===== config.mk =====
export PLATFORM = sky130hd
export DESIGN_NAME = uart_tx_core
export DESIGN_NICKNAME = d
export VERILOG_FILES = /design/src/rtl/uart_tx_core.sv
export SDC_FILE = /design/constraint.sdc
export NUM_CORES = 1
export LEC_CHECK = 0
export BUFFER_PORTS_ARGS = -buffer_cell sky130_fd_sc_hd__buf_2
export CAP_MARGIN = 20
export CORE_MARGIN = 3
export CORE_UTILIZATION = 53
export DETAILED_ROUTE_END_ITERATION = 12
export PLACE_DENSITY = 0.8
export SLEW_MARGIN = 40
export SYNTH_ARGS = -nofsm -noshare
export SYNTH_HDL_FRONTEND = slang
export SYNTH_SLANG_ARGS = --single-unit

===== constraint.sdc =====
create_clock -name CLK -period 2.4 [get_ports CLK]
set_input_delay 0.12 -clock CLK [delete_from_list [all_inputs] [get_ports CLK]]
set_output_delay 0.12 -clock CLK [all_outputs]
set_load 0.1 [all_outputs]

===== src/rtl/uart_tx_core.sv =====
// UART transmitter: sends start, DATA_WIDTH data bits LSB first, optional parity, stop.
// One bit per CLK cycle; TX_OUT and busy come straight from flops.
module uart_tx_core #(
  parameter int unsigned DATA_WIDTH = 8
) (
  input  logic                  CLK,
  input  logic                  RST,
  input  logic [DATA_WIDTH-1:0] P_DATA,
  input  logic                  Data_Valid,
  input  logic                  PAR_EN,
  input  logic                  PAR_TYP,
  output logic                  TX_OUT,
  output logic                  busy
);

  localparam int unsigned      CNT_W    = (DATA_WIDTH > 1) ? $clog2(DATA_WIDTH) : 1;
  localparam logic [CNT_W-1:0] LAST_BIT = CNT_W'(DATA_WIDTH - 1);

  typedef enum logic [2:0] {
    S_IDLE,
    S_START,
    S_DATA,
    S_PARITY,
    S_STOP
  } state_t;

  state_t                state, state_n;
  logic [DATA_WIDTH-1:0] data_q, data_n;
  logic [CNT_W-1:0]      bit_cnt, bit_cnt_n;
  logic                  par_en_q, par_en_n;
  logic                  par_bit_q, par_bit_n;
  logic                  tx_n, busy_n;

  // State, frame registers and registered line outputs
  always_ff @(posedge CLK or negedge RST) begin
    if (!RST) begin
      state     <= S_IDLE;
      data_q    <= '0;
      bit_cnt   <= '0;
      par_en_q  <= 1'b0;
      par_bit_q <= 1'b0;
      TX_OUT    <= 1'b1;
      busy      <= 1'b0;
    end else begin
      state     <= state_n;
      data_q    <= data_n;
      bit_cnt   <= bit_cnt_n;
      par_en_q  <= par_en_n;
      par_bit_q <= par_bit_n;
      TX_OUT    <= tx_n;
      busy      <= busy_n;
    end
  end

  // Next state; tx_n is the line level for the state being entered
  always_comb begin
    state_n   = state;
    data_n    = data_q;
    bit_cnt_n = bit_cnt;
    par_en_n  = par_en_q;
    par_bit_n = par_bit_q;
    tx_n      = TX_OUT;
    busy_n    = busy;

    case (state)
      S_IDLE: begin
        if (Data_Valid) begin
          data_n    = P_DATA;
          par_en_n  = PAR_EN;
          par_bit_n = PAR_TYP ? ~^P_DATA : ^P_DATA;
          bit_cnt_n = '0;
          state_n   = S_START;
          tx_n      = 1'b0;
          busy_n    = 1'b1;
        end
      end
      S_START: begin
        state_n   = S_DATA;
        bit_cnt_n = '0;
        tx_n      = data_q[0];
      end
      S_DATA: begin
        if (bit_cnt == LAST_BIT) begin
          bit_cnt_n = '0;
          if (par_en_q) begin
            state_n = S_PARITY;
            tx_n    = par_bit_q;
          end else begin
            state_n = S_STOP;
            tx_n    = 1'b1;
          end
        end else begin
          bit_cnt_n = bit_cnt + CNT_W'(1);
          tx_n      = data_q[bit_cnt_n];
        end
      end
      S_PARITY: begin
        state_n = S_STOP;
        tx_n    = 1'b1;
      end
      S_STOP: begin
        state_n = S_IDLE;
        tx_n    = 1'b1;
        busy_n  = 1'b0;
      end
      default: begin
        state_n   = S_IDLE;
        bit_cnt_n = '0;
        tx_n      = 1'b1;
        busy_n    = 1'b0;
      end
    endcase
  end

endmodule


-- Word level (Yosys, flattened, before mapping)
Index checks and enable logic that the tools add are counted.
- register bits after elaboration: 18
- input port bits: 13
- output and inout port bits: 2
- logic and storage cells: 43
- add/sub/neg operators: 1
- order comparisons: 1
- equal/unequal tests: 7
- multiplexer cells: 16
- bitwise operators: 2
- reduce and logical (&&, ||, !) cells: 9
- operators with widths (operator ; number):
    $mux W3 ; 5
    $pmux W3 S4 ; 1
    $pmux W3 S3 ; 1
    $reduce_and A2 Y1 ; 4
    $reduce_xnor A8 Y1 ; 1
    $reduce_xor A8 Y1 ; 1
    $eq A3 B2 Y1 const B ; 2
    $eq A3 B3 Y1 const B ; 2
    $mux W1 ; 6
    $lt A3 B4 Y1 const B ; 1
    $ne A2 B2 Y1 const B ; 2
    $add A3 B1 Y3 const B ; 1
    $bmux W1 S3 ; 1
    $eq A3 B1 Y1 const B ; 1
    $logic_not A3 Y1 ; 1
    $pmux W1 S3 ; 1
    $reduce_or A3 Y1 ; 1
    $not A1 Y1 ; 2
    $pmux W1 S2 ; 1
    $reduce_or A2 Y1 ; 1

-- Logic depth before layout (Yosys ltp)
Gate-level depths: netlist (run 1).
- depth after elaboration: 5
- gate-level depth with buffers: 6
- gate-level depth less buffers: 6

-- Least setup slack after synthesis (run 1)
Ideal clock, no wire load.
- path kind: reg-to-reg
- start: register bit_cnt[0]
- end: register TX_OUT
- library setup time: 83 ps
- arrival time: 1796 ps
- required time: 2317 ps
- slack: 520 ps
- cell stages (with the launch flop): 6
- buffers on the path: 0
- clock period less this slack: 1880 ps
- cells stage by stage: dfrtp_1 > ha_1 > mux4_1 > mux2i_1 > a21oi_1 > o32a_1
- word-level cells in the longest chain between the ends: 5
- elaborated cells between the ends (all ways): 6
- those cells by class: add/sub (1); eq/ne (1); mux (4)
- RTL lines (what ; RTL line ; source):
    start: declaration ; 29 ; logic [CNT_W-1:0] bit_cnt, bit_cnt_n;
    start signal: assignment ; 47 ; bit_cnt <= bit_cnt_n;
    $add A3 B1 Y3 ; 93 ; bit_cnt_n = bit_cnt + CNT_W'(1);
    $bmux W1 S3 ; 94 ; tx_n = data_q[bit_cnt_n];
    $mux W1 (implied by the code) ; 94 ;
    $mux W1 (*) ; 83 ; if (bit_cnt == LAST_BIT) begin
    $pmux W1 S3 (*) ; 65 ; case (state)
    end signal: assignment ; 50 ; TX_OUT <= tx_n;
    end: declaration ; 12 ; output logic TX_OUT,
Mark *: on every way between the ends. The rest lies on a longest branch, timed or not. The select of a mux whose other input is x is not followed.
A chain may end at the register's enable or synchronous reset.

-- Worst setup path in the final report (run 1)
Same ends and word-level chain as after synthesis.

==> impl_metrics.csv, run 1 <==
group,metric,value,unit
clocking,cts.sinks,18,
synthesis,synth.area.mux_share,0.1989,
clocking,cts_buffers,3,
synthesis,syn_avg_cell_area,11.85,sq um
synthesis,ys_ff_latch,18,
layout,post-route-util,0.6698,
sta,period_needed,1998,ps
sta,drv_slew,0,
synthesis,synth-compound-area-share,0.09337,
layout,synthToLayoutAreaGrowth,14.21,%
die,fp.dieW,47.77,microns
power,p_comb_frac,0.433,
die,top_level_ports,15,
clocking,cts_tree,"yes",
sta,fin_crit_sh,0.8325,
critical_path,crit_path_top_delay_cell,"mux4_1",
layout,nets,111,
detailed_routing,wire_per_inst,15.48,microns
layout,layout-drive-gt1-share,0.2421,
critical_path,crit_type,"reg -> reg",
detailed_routing,dr_wl_met3,56,microns
clocking,h-tree-depth,1,
detailed_routing,route.met2.wl,851,microns
layout,multi_input_area,449.2,sq um
grt,antenna_found_initial,0,
layout,diodes,0,
clocking,ctsResizeCount,0,
critical_path,worst_setup_path_start_kind,"register",
grt,grt_usage,0.1777,
detailed_routing,dr.pass1.iters,4,
clocking,clockBufferDepth,2,
outcome,status,"complete, no violations",
grt,grt.overflow.total,0,
critical_path,endpoint_kind,"register",
critical_path,path_cells,"ha_1 -> mux4_1 -> mux2i_1 -> a21oi_1 -> o32a_1",
grt,grt_max_degree,19,
die,num_rows,14,
placed_design,routabilityCongestion,0.8461,
power,p_seq_frac,0.427,
detailed_routing,drt_iter0_drc,12,
sta,finalHoldViolCount,0,
flow_run,drv_cap,0,
layout,nFillCells,133,
sta,relSlewSlack,0.6750,
detailed_routing,ant_nets,0,
sta,setup_viol,0,
die,initial_utilization,0.5865,
critical_path,cp_max_fo,5,
sta,finalSetupTns,0,ps
hold_path,hold_path.class,"in -> reg",
grt,grt_pass1_vias,640,
synthesis,yosysWarnings,0,
die,core,0.001577,sq mm
critical_path,critical_path_required,2630,ps
sta,skew,3.076,ps
detailed_routing,wl_met1,811,microns
sta,tightestPinTransition,490.9,ps
synthesis,synthXorXnorAreaFrac,0.08119,
power,swShare,0.3944,
synthesis,yosys.area_share.simple,0.08525,
clocking,clk_pin_slew,100,ps
detailed_routing,vias,636,
sta,rsz0062_at_grt,"false",
placed_design,numPortBuffers,14,
layout,final-seq-area,451.7,sq um
detailed_routing,routed.top_layer,"met3",
synthesis,syn_inst,78,
clocking,clk_latency,290,ps
grt,grt_pass1_wl,2815,microns
power,p_leak,0.0004790,uW
synthesis,syn_nets,93,
layout,final_common_cell,"dfrtp_1",
power,internal-power,806.6,uW
power,power_frac_clock,0.140,
power,ir_drop,0.7351,mV
synthesis,netlist_area,924.6,sq um
clocking,root_buffer,"clkbuf_4",
layout,final_cell_mix,"17 x dfrtp_1, 14 x buf_2, 8 x mux2_1",
synthesis,synth_adder_area_share,0.02706,
critical_path,worstPathArrival,2220,ps
sta,hold_ws,29.81,ps
sta,fmax,500.5,MHz
detailed_routing,drc,0,
synthesis,synth_cell_types,31,
placed_design,hpwl,1314,microns
critical_path,critPathBufInv,0,
power,powerDensity,1261,mW/mm^2
die,die_area,0.002282,sq mm
detailed_routing,viasPerCell,5.730,
detailed_routing,drt_wl_total,1718,microns
synthesis,synth_top_family_by_area,"multiplexers",
critical_path,slowest_delay,560,ps
critical_path,cp_top_family,"multiplexers",
die,die_h,47.77,microns
power,switching_power,525.2,uW
synthesis,ys_seq_area_frac,0.4885,
## what timing repair did
| action | in CTS | in global routing |
|---|---|---|
| hold endpoints to repair | 17 | 0 |
| hold buffers | 1 | 0 |
| buffers inserted | 0 | 0 |
## layout make-up
class / instances / share of cell area
repair buffers: 16 / 0.08294
multi-input cells: 54 / 0.4254
clock buffers: 4 / 0.03436
flip-flops and latches: 18 / 0.4277
inverters: 3 / 0.01066
well taps: 16 / 0.01896
## cell families after synthesis
logic type	count (synthesis)
AND/OR/NAND/NOR	17
XOR/XNOR	7
flip-flops	18
AO/OA/AOI/OAI	14
buffers and inverters	6
multiplexers	14
adder cells (fa/ha/maj)	2
## power groups by stage
| stage | Combinational (uW) | Sequential, uW | Clock, uW |
|---|---|---|---|
| 6_report | 577 | 568 | 186 |
| 5_1_grt | 635 | 591 | 203 |
| 4_1_cts | 584 | 567 | 189 |
| 3_5_place_dp | 580 | 575 | 0 |
| 3_3_place_gp | 558 | 568 | 0 |
| 2_1_floorplan | 402 | 622 | 0 |
## per-stage QoR
step | cell area (sq um) | total power, uW | instances | setup slack [ps]
2_1_floorplan | 924.6 | 1024 | 78 | 520.5
5_1_grt | 1056 | 1430 | 111 | 319.6
3_5_place_dp | 1010 | 1156 | 106 | 418.4
4_1_cts | 1056 | 1341 | 111 | 402.3
6_report | 1056 | 1332 | 111 | 401.9
3_3_place_gp | 1010 | 1126 | 106 | 469.1
## worst min-delay path: cells and delay by family
kind	cells	cell delay (ps)
buffers and inverters	1	70
AOI/OAI and AO/OA	1	60
and+or+nand+nor	1	30
## flip-flops by register name (all words and copies together) (netlist names)
signal,count
busy,1
TX_OUT,1
bit_cnt,3
par_en_q,1
state,3
par_bit_q,1
data_q,8
## Yosys cell counts (all sizes together)
cell / count / area, sq um
a211oi: 1 / 7.510
a21boi: 1 / 7.510
a21o: 1 / 7.510
a21oi: 5 / 25.02
buf: 2 / 8.750
clkbuf: 1 / 3.750
clkinv: 1 / 3.750
dfrtp: 17 / 425.4
dfstp: 1 / 26.28
ha: 2 / 25.02
inv: 2 / 7.500
mux2: 9 / 101.4
mux2i: 3 / 30.03
mux4: 2 / 52.55
nand2: 6 / 22.52
nand2b: 1 / 6.260
nand3: 1 / 5.000
nor2: 6 / 22.52
nor3: 2 / 15.01
nor3b: 1 / 7.510
o21ai: 4 / 20.02
o311ai: 1 / 8.760
o32a: 1 / 10.01
xnor2: 5 / 43.79
xnor3: 1 / 22.52
xor2: 1 / 8.760
## path summary, 6_finish.rpt
check                                 from         end  slack, ps  depth (start not counted)
worst min-delay path                PAR_EN    par_en_q         30                          3
worst min register to register        busy        busy        490                          1
worst max register to register  bit_cnt[0]      TX_OUT        400                          5
worst max-delay path            bit_cnt[0]      TX_OUT        400                          5
min in group asynchronous              RST  bit_cnt[0]        280                          2
max in group asynchronous              RST      TX_OUT       1800                          2
## layer usage
| metal | up-vias | global-route usage |
|---|---|---|
| met3 | 0 | 0.02256 |
| met5 | - | 0 |
| li1 | 313 | - |
| met1 | 309 | 0.2488 |
| met4 | 0 | 0.06989 |
| met2 | 14 | 0.2797 |
Note: power is estimated with default switching activity, not from simulation.
==> run 2, diff against run 1 <==
--- a/config.mk
+++ b/config.mk
@@ -5,12 +5,13 @@
 export SDC_FILE = /design/constraint.sdc
 export NUM_CORES = 1
 export LEC_CHECK = 0
+export ABC_AREA = 1
 export BUFFER_PORTS_ARGS = -buffer_cell sky130_fd_sc_hd__buf_2
 export CAP_MARGIN = 20
 export CORE_MARGIN = 3
-export CORE_UTILIZATION = 53
+export CORE_UTILIZATION = 49
 export DETAILED_ROUTE_END_ITERATION = 12
-export PLACE_DENSITY = 0.8
+export PLACE_DENSITY = 0.77
 export SLEW_MARGIN = 40
 export SYNTH_ARGS = -nofsm -noshare
 export SYNTH_HDL_FRONTEND = slang
==> constraint.sdc (replaced) <==
create_clock -name CLK -period 1.8 [get_ports CLK]
set_input_delay 0.09 -clock CLK [delete_from_list [all_inputs] [get_ports CLK]]
set_output_delay 0.09 -clock CLK [all_outputs]
set_load 0.1 [all_outputs]
==> run 2 against run 1 <==
First-iteration DRC count is 58% higher. Synthesized area rose by 13%. Utilization shrank 6.9 points. Maximum frequency increased by 36%. Synthesized cell count is 79% higher. Critical path depth increased by 2. Critical endpoint unchanged. Largest power group unchanged. Highest routed layer is now met4.
==> impl_metrics.csv, run 2 <==
group,metric,value,unit
synthesis,syn_nets,155,
critical_path,r2r_cells,7,
clocking,ctsResizeCount,0,
layout,regMostFlops,"data_q",
sta,drv_slew,0,
layout,diodes,0,
clocking,h-tree-depth,1,
power,power,1889,uW
sta,skew,6.919,ps
layout,synthToLayoutAreaGrowth,14.30,%
detailed_routing,drt_iter0_drc,19,
detailed_routing,ant_nets,0,
die,initial_utilization,0.5253,
grt,grt_pass1_vias,852,
sta,finalSetupTns,0,ps
critical_path,timing.rr.start,"bit_cnt[0]",
die,fp.dieW,52.09,microns
synthesis,yosysWarnings,0,
layout,final_cell_mix,"55 x nand2_1, 17 x inv_1, 17 x dfrtp_1",
synthesis,ys_top_cells_by_count,"55 x nand2_1, 17 x dfrtp_1, 17 x inv_1",
hold_path,holdPathEnd,"data_q[7]",
detailed_routing,viasPerCell,4.806,
sta,fmax,681.1,MHz
power,switching_power,879.8,uW
synthesis,synth_ff_type,"dfrtp_1",
die,die_area,0.002713,sq mm
clocking,cts_tree,"yes",
placed_design,hpwl,1405,microns
sta,tightestPinTransition,485.7,ps
synthesis,syn_avg_cell_area,7.436,sq um
power,p_seq_frac,0.379,
critical_path,critical_path_required,2020,ps
grt,grt_usage,0.1691,
die,die_h,52.09,microns
sta,setup_viol,0,
layout,nets,175,
power,ir_drop,0.8205,mV
critical_path,endpoint_kind,"register",
power,p_leak,0.0006572,uW
synthesis,ys_ff_latch,18,
synthesis,syn_inst,140,
critical_path,cp_max_fo,8,
detailed_routing,drt_wl_total,1766,microns
placed_design,place_area,0.001134,sq mm
hold_path,hold_path.class,"in -> reg",
power,internal-power,1009,uW
synthesis,async_reset_ff_frac,1.000,
sta,finalHoldViolCount,0,
power,power_frac_clock,0.130,
layout,layout-drive-gt1-share,0.2138,
synthesis,synth_edf_count,0,
detailed_routing,drc,0,
power,swShare,0.4657,
synthesis,yosysMostFrequentCell,"nand2_1",
outcome,status,"complete, no violations",
synthesis,ys_seq_area_frac,0.4339,
clocking,root_buffer,"clkbuf_4",
power,powerDensity,1588,mW/mm^2
hold_path,hold_start,"P_DATA[7]",
sta,period_needed,1468,ps
clocking,clockBufferDepth,2,
placed_design,routabilityCongestion,0.8838,
synthesis,post-synth-top-area-cell,"dfrtp_1",
layout,final_area,0.001190,sq mm
detailed_routing,vias,894,
grt,antenna_found_initial,0,
critical_path,crit_type,"reg -> reg",
die,num_rows,16,
sta,relSlewSlack,0.6784,
detailed_routing,dr.pass1.iters,4,
critical_path,worstPathArrival,1690,ps
critical_path,reg2reg_slack,330,ps
placed_design,numPortBuffers,14,
critical_path,worst_setup_path_start_kind,"register",
clocking,clk_pin_slew,100,ps
sta,rsz0062_at_grt,"false",
synthesis,ys_top_cells_by_area,"dfrtp_1 41%, nand2_1 20%, inv_1 6.1%, nand3_1 5.3%, o21ai_2 5.0%",
sta,hold_ws,19.63,ps
detailed_routing,wire_per_inst,9.495,microns
grt,grt_pass1_wl,3387,microns
flow_run,drv_cap,0,
grt,grt.overflow.total,0,
synthesis,yosysTopAreaCellShare,0.4087,
layout,final_common_cell,"nand2_1",
power,p_comb_frac,0.491,
die,core,0.001982,sq mm
critical_path,reg2reg_to,"TX_OUT",
layout,largest_reg_flops,8,
grt,grt_max_degree,19,
layout,largest_registers,"data_q: 8 flops, bit_cnt: 3 flops, state: 3 flops",
sta,fin_crit_sh,0.8157,
die,top_level_ports,15,
synthesis,synth_cell_types,21,
hold_path,min_path_cells,3,
clocking,cts.sinks,18,
synthesis,netlist_area,0.001041,sq mm
clocking,clk_latency,290,ps
clocking,cts_buffers,3,
[run 2: metal layers]
layer,global-route usage,part of all wire,up-vias
met3,0.02865,0.055,10
met4,0.1092,0.032,0
met5,0,0,-
met2,0.2720,0.46,28
li1,-,-,471
met1,0.2070,0.45,385
[run 2: layout make-up]
class                   instances  area (sq um)
fillers                       178         792.0
repair buffers                 16         90.09
inverters                      21         81.33
flip-flops and latches         18         451.7
clock buffers                   4         36.28
well taps                      27         33.78
multi-input cells             100         496.7
[run 2: critical path, stage by stage, from the launching register on]
cell and delay, ps:
dfrtp_1 470, ha_1 230, ha_1 280, inv_1 80
nand3_1 90, nand3_1 80, nand2_1 50, a21oi_1 120
[run 2: power groups by stage]
stage | clock network [uW] | registers [uW] | logic (uW)
global placement | 0 | 721 | 909
CTS | 258 | 717 | 933
finish | 246 | 716 | 927
detailed placement | 0 | 725 | 927
floorplan | 0 | 861 | 629
global route | 264 | 740 | 1070
[run 2: logic make-up (layout without fill, tap and decap cells)]
kind of cell               Yosys count  in the layout  synth area share
and+or+nand+nor                     79             79            0.3341
adders and majority gates            2              2           0.02403
buffers and inverters               22             41           0.08894
AOI/OAI and AO/OA                   18             18            0.1106
xor gates and xnor gates             1              1          0.008415
DFF                                 18             18            0.4339
[run 2: worst max-delay path by stage]
stage,from,endpoint,slack (ps),cells after the start
detailed placement,bit_cnt[0],TX_OUT,370,7
finish,bit_cnt[0],TX_OUT,330,7
floorplan,bit_cnt[0],TX_OUT,460,7
CTS,bit_cnt[0],TX_OUT,340,7
global route,bit_cnt[0],TX_OUT,180,7
global placement,bit_cnt[0],TX_OUT,420,7
[run 2: metrics by stage]
| stage | setup slack, ps | util | cells |
|---|---|---|---|
| after floorplan | 463.4 | - | 140 |
| after global placement | 424.6 | 0.5720 | 180 |
| after detailed placement | 367.7 | 0.5720 | 180 |
| after CTS | 336.7 | 0.6004 | 186 |
| after global routing | 180.6 | 0.6004 | 186 |
| final | 331.8 | 0.6004 | 186 |
[run 2: timing repair]
| action | in CTS | in global routing |
|---|---|---|
| hold endpoints to repair | 18 | 0 |
| setup buffers | 0 | 0 |
| hold buffers | 2 | 0 |
==> run 3, diff against run 2 <==
==> constraint.sdc (replaced) <==
create_clock -name CLK -period 1.3 [get_ports CLK]
set_input_delay 0.065 -clock CLK [delete_from_list [all_inputs] [get_ports CLK]]
set_output_delay 0.065 -clock CLK [all_outputs]
set_load 0.1 [all_outputs]
==> run 3 against run 2 <==
Die area stayed put. Via count is 3.2% higher. Sequential share of layout area decreased by 2.6 points. Critical endpoint unchanged. Largest cell class unchanged. Largest power group unchanged.
==> impl_metrics.csv, run 3 (synthesized netlist as in run 2, its figures left out) <==
group,metric,value,unit
sta,hold_ws,30.10,ps
layout,post-route-util,0.6458,
placed_design,numPortBuffers,14,
placed_design,hpwl,1554,microns
power,ir_drop,1.185,mV
die,core,0.001982,sq mm
hold_path,hold_start,"P_DATA[1]",
detailed_routing,viasPerCell,4.858,
die,initial_utilization,0.5253,
clocking,cts.sinks,18,
outcome,status,"complete, no violations",
layout,nets,179,
sta,finalHoldViolCount,0,
grt,grt_pass1_vias,958,
power,p_leak,0.0006765,uW
flow_run,drv_cap,0,
die,fp.dieW,52.09,microns
clocking,clockBufferDepth,2,
sta,rsz0062_at_grt,"true",
placed_design,routabilityCongestion,0.8360,
clocking,clk_latency,300,ps
sta,fmax,790.3,MHz
layout,largest_reg_flops,8,
clocking,cts_buffers,3,
die,die_area,0.002713,sq mm
detailed_routing,vias,923,
critical_path,cp_max_fo,2,
critical_path,cp-startpoint,"bit_cnt[1]",
critical_path,worstPathArrival,1510,ps
sta,finalSetupTns,0,ps
critical_path,endpoint_kind,"register",
critical_path,timing.rr.start,"bit_cnt[1]",
sta,skew,5.274,ps
layout,fin_cells,190,
clocking,root_buffer,"clkbuf_4",
detailed_routing,drc,0,
sta,period_needed,1265,ps
layout,final_common_cell,"nand2_1",
clocking,clk_pin_slew,100,ps
grt,grt.overflow.total,0,
layout,layout-drive-gt1-share,0.2638,
detailed_routing,drt_iter0_drc,13,
clocking,cts_tree,"yes",
grt,grt_usage,0.1908,
layout,synthToLayoutAreaGrowth,22.96,%
critical_path,critical_path_required,1550,ps
sta,relSlewSlack,0.6729,
layout,final_cell_mix,"53 x nand2_1, 16 x inv_1, 16 x dfrtp_1",
sta,setup_viol,0,
detailed_routing,drt_wl_total,2044,microns
placed_design,dp.cells,181,
layout,regMostFlops,"data_q",
hold_path,hold_path.class,"in -> reg",
die,top_level_ports,15,
grt,antenna_found_initial,0,
detailed_routing,ant_nets,0,
die,num_rows,16,
sta,fin_crit_sh,0.9734,
grt,grt_pass1_wl,3829,microns
die,die_h,52.09,microns
critical_path,crit_type,"reg -> reg",
grt,grt_max_degree,19,
sta,drv_slew,0,
layout,largest_registers,"data_q: 8 flops, bit_cnt: 3 flops, state: 3 flops",
detailed_routing,wire_per_inst,10.76,microns
clocking,h-tree-depth,1,
power,powerDensity,2212,mW/mm^2
detailed_routing,dr.pass1.iters,4,
layout,nFillCells,181,
layout,diodes,0,
critical_path,worst_setup_path_start_kind,"register",
sta,tightestPinTransition,494.0,ps
run 3: changes by cell type in the layout (fill, tap and decap cells not counted), sizes merged:
cell         previous run  this run
buf                    14        16
dlygate4sd3             2         4
run 3: repair_timing:
action / in CTS / in global routing
buffers inserted: 0 / 1
pin swaps: 0 / 0
hold buffers: 4 / 0
endpoints found under the hold margin: 21 / 0
resized for setup: 3 / 4
setup endpoints to repair: 1 / 5
run 3: power by group:
part / total, uW / internal [uW] / leakage, uW / switching [uW]
registers: 1000 / 821 / 0.000223 / 180
logic: 1480 / 527 / 0.000433 / 953
clock network: 350 / 171 / 0.0000210 / 179
total: 2830 / 1520 / 0.000677 / 1310
run 3: layout make-up:
class                      instances  area [sq um]  area share
clock buffer                       4         36.28     0.02835
inverter                          21         81.33     0.06354
multi-input combinational        100         535.5      0.4184
sequential                        18         452.9      0.3539
tap                               27         33.78     0.02639
timing repair buffer              20         140.1      0.1095
run 3: worst paths after layout:
kind	endpoint	slack (ps)	depth (start not counted)
min	data_q[1]	30	3
max in group asynchronous	TX_OUT	780	2
min in group asynchronous	data_q[5]	200	2
min reg2reg	data_q[2]	500	2
max reg2reg	TX_OUT	30	7
max	TX_OUT	30	7
run 3: routing by layer:
layer  global-route usage  part of all wire
met1               0.2117              0.41
met2               0.3515              0.53
met4              0.07860             0.021
met5                    0                 0
met3              0.03438             0.040
run 3: metrics by stage:
step                worst slack [ps]  instance area [sq um]  power (uW)
floorplan                      7.599                   1045        2069
global placement               42.14                   1160        2332
detailed placement            -47.31                   1160        2396
CTS                            15.33                   1259        2798
global route                  -31.99                   1280        3090
finish                         34.62                   1280        2831
run 3: critical path, cell delays in order, from the launching register on:
cell	delay (ps)
dfrtp_1	430
ha_4	180
ha_4	210
inv_2	50
nand3_1	90
nand3_1	80
nand2_1	60
a21oi_2	110
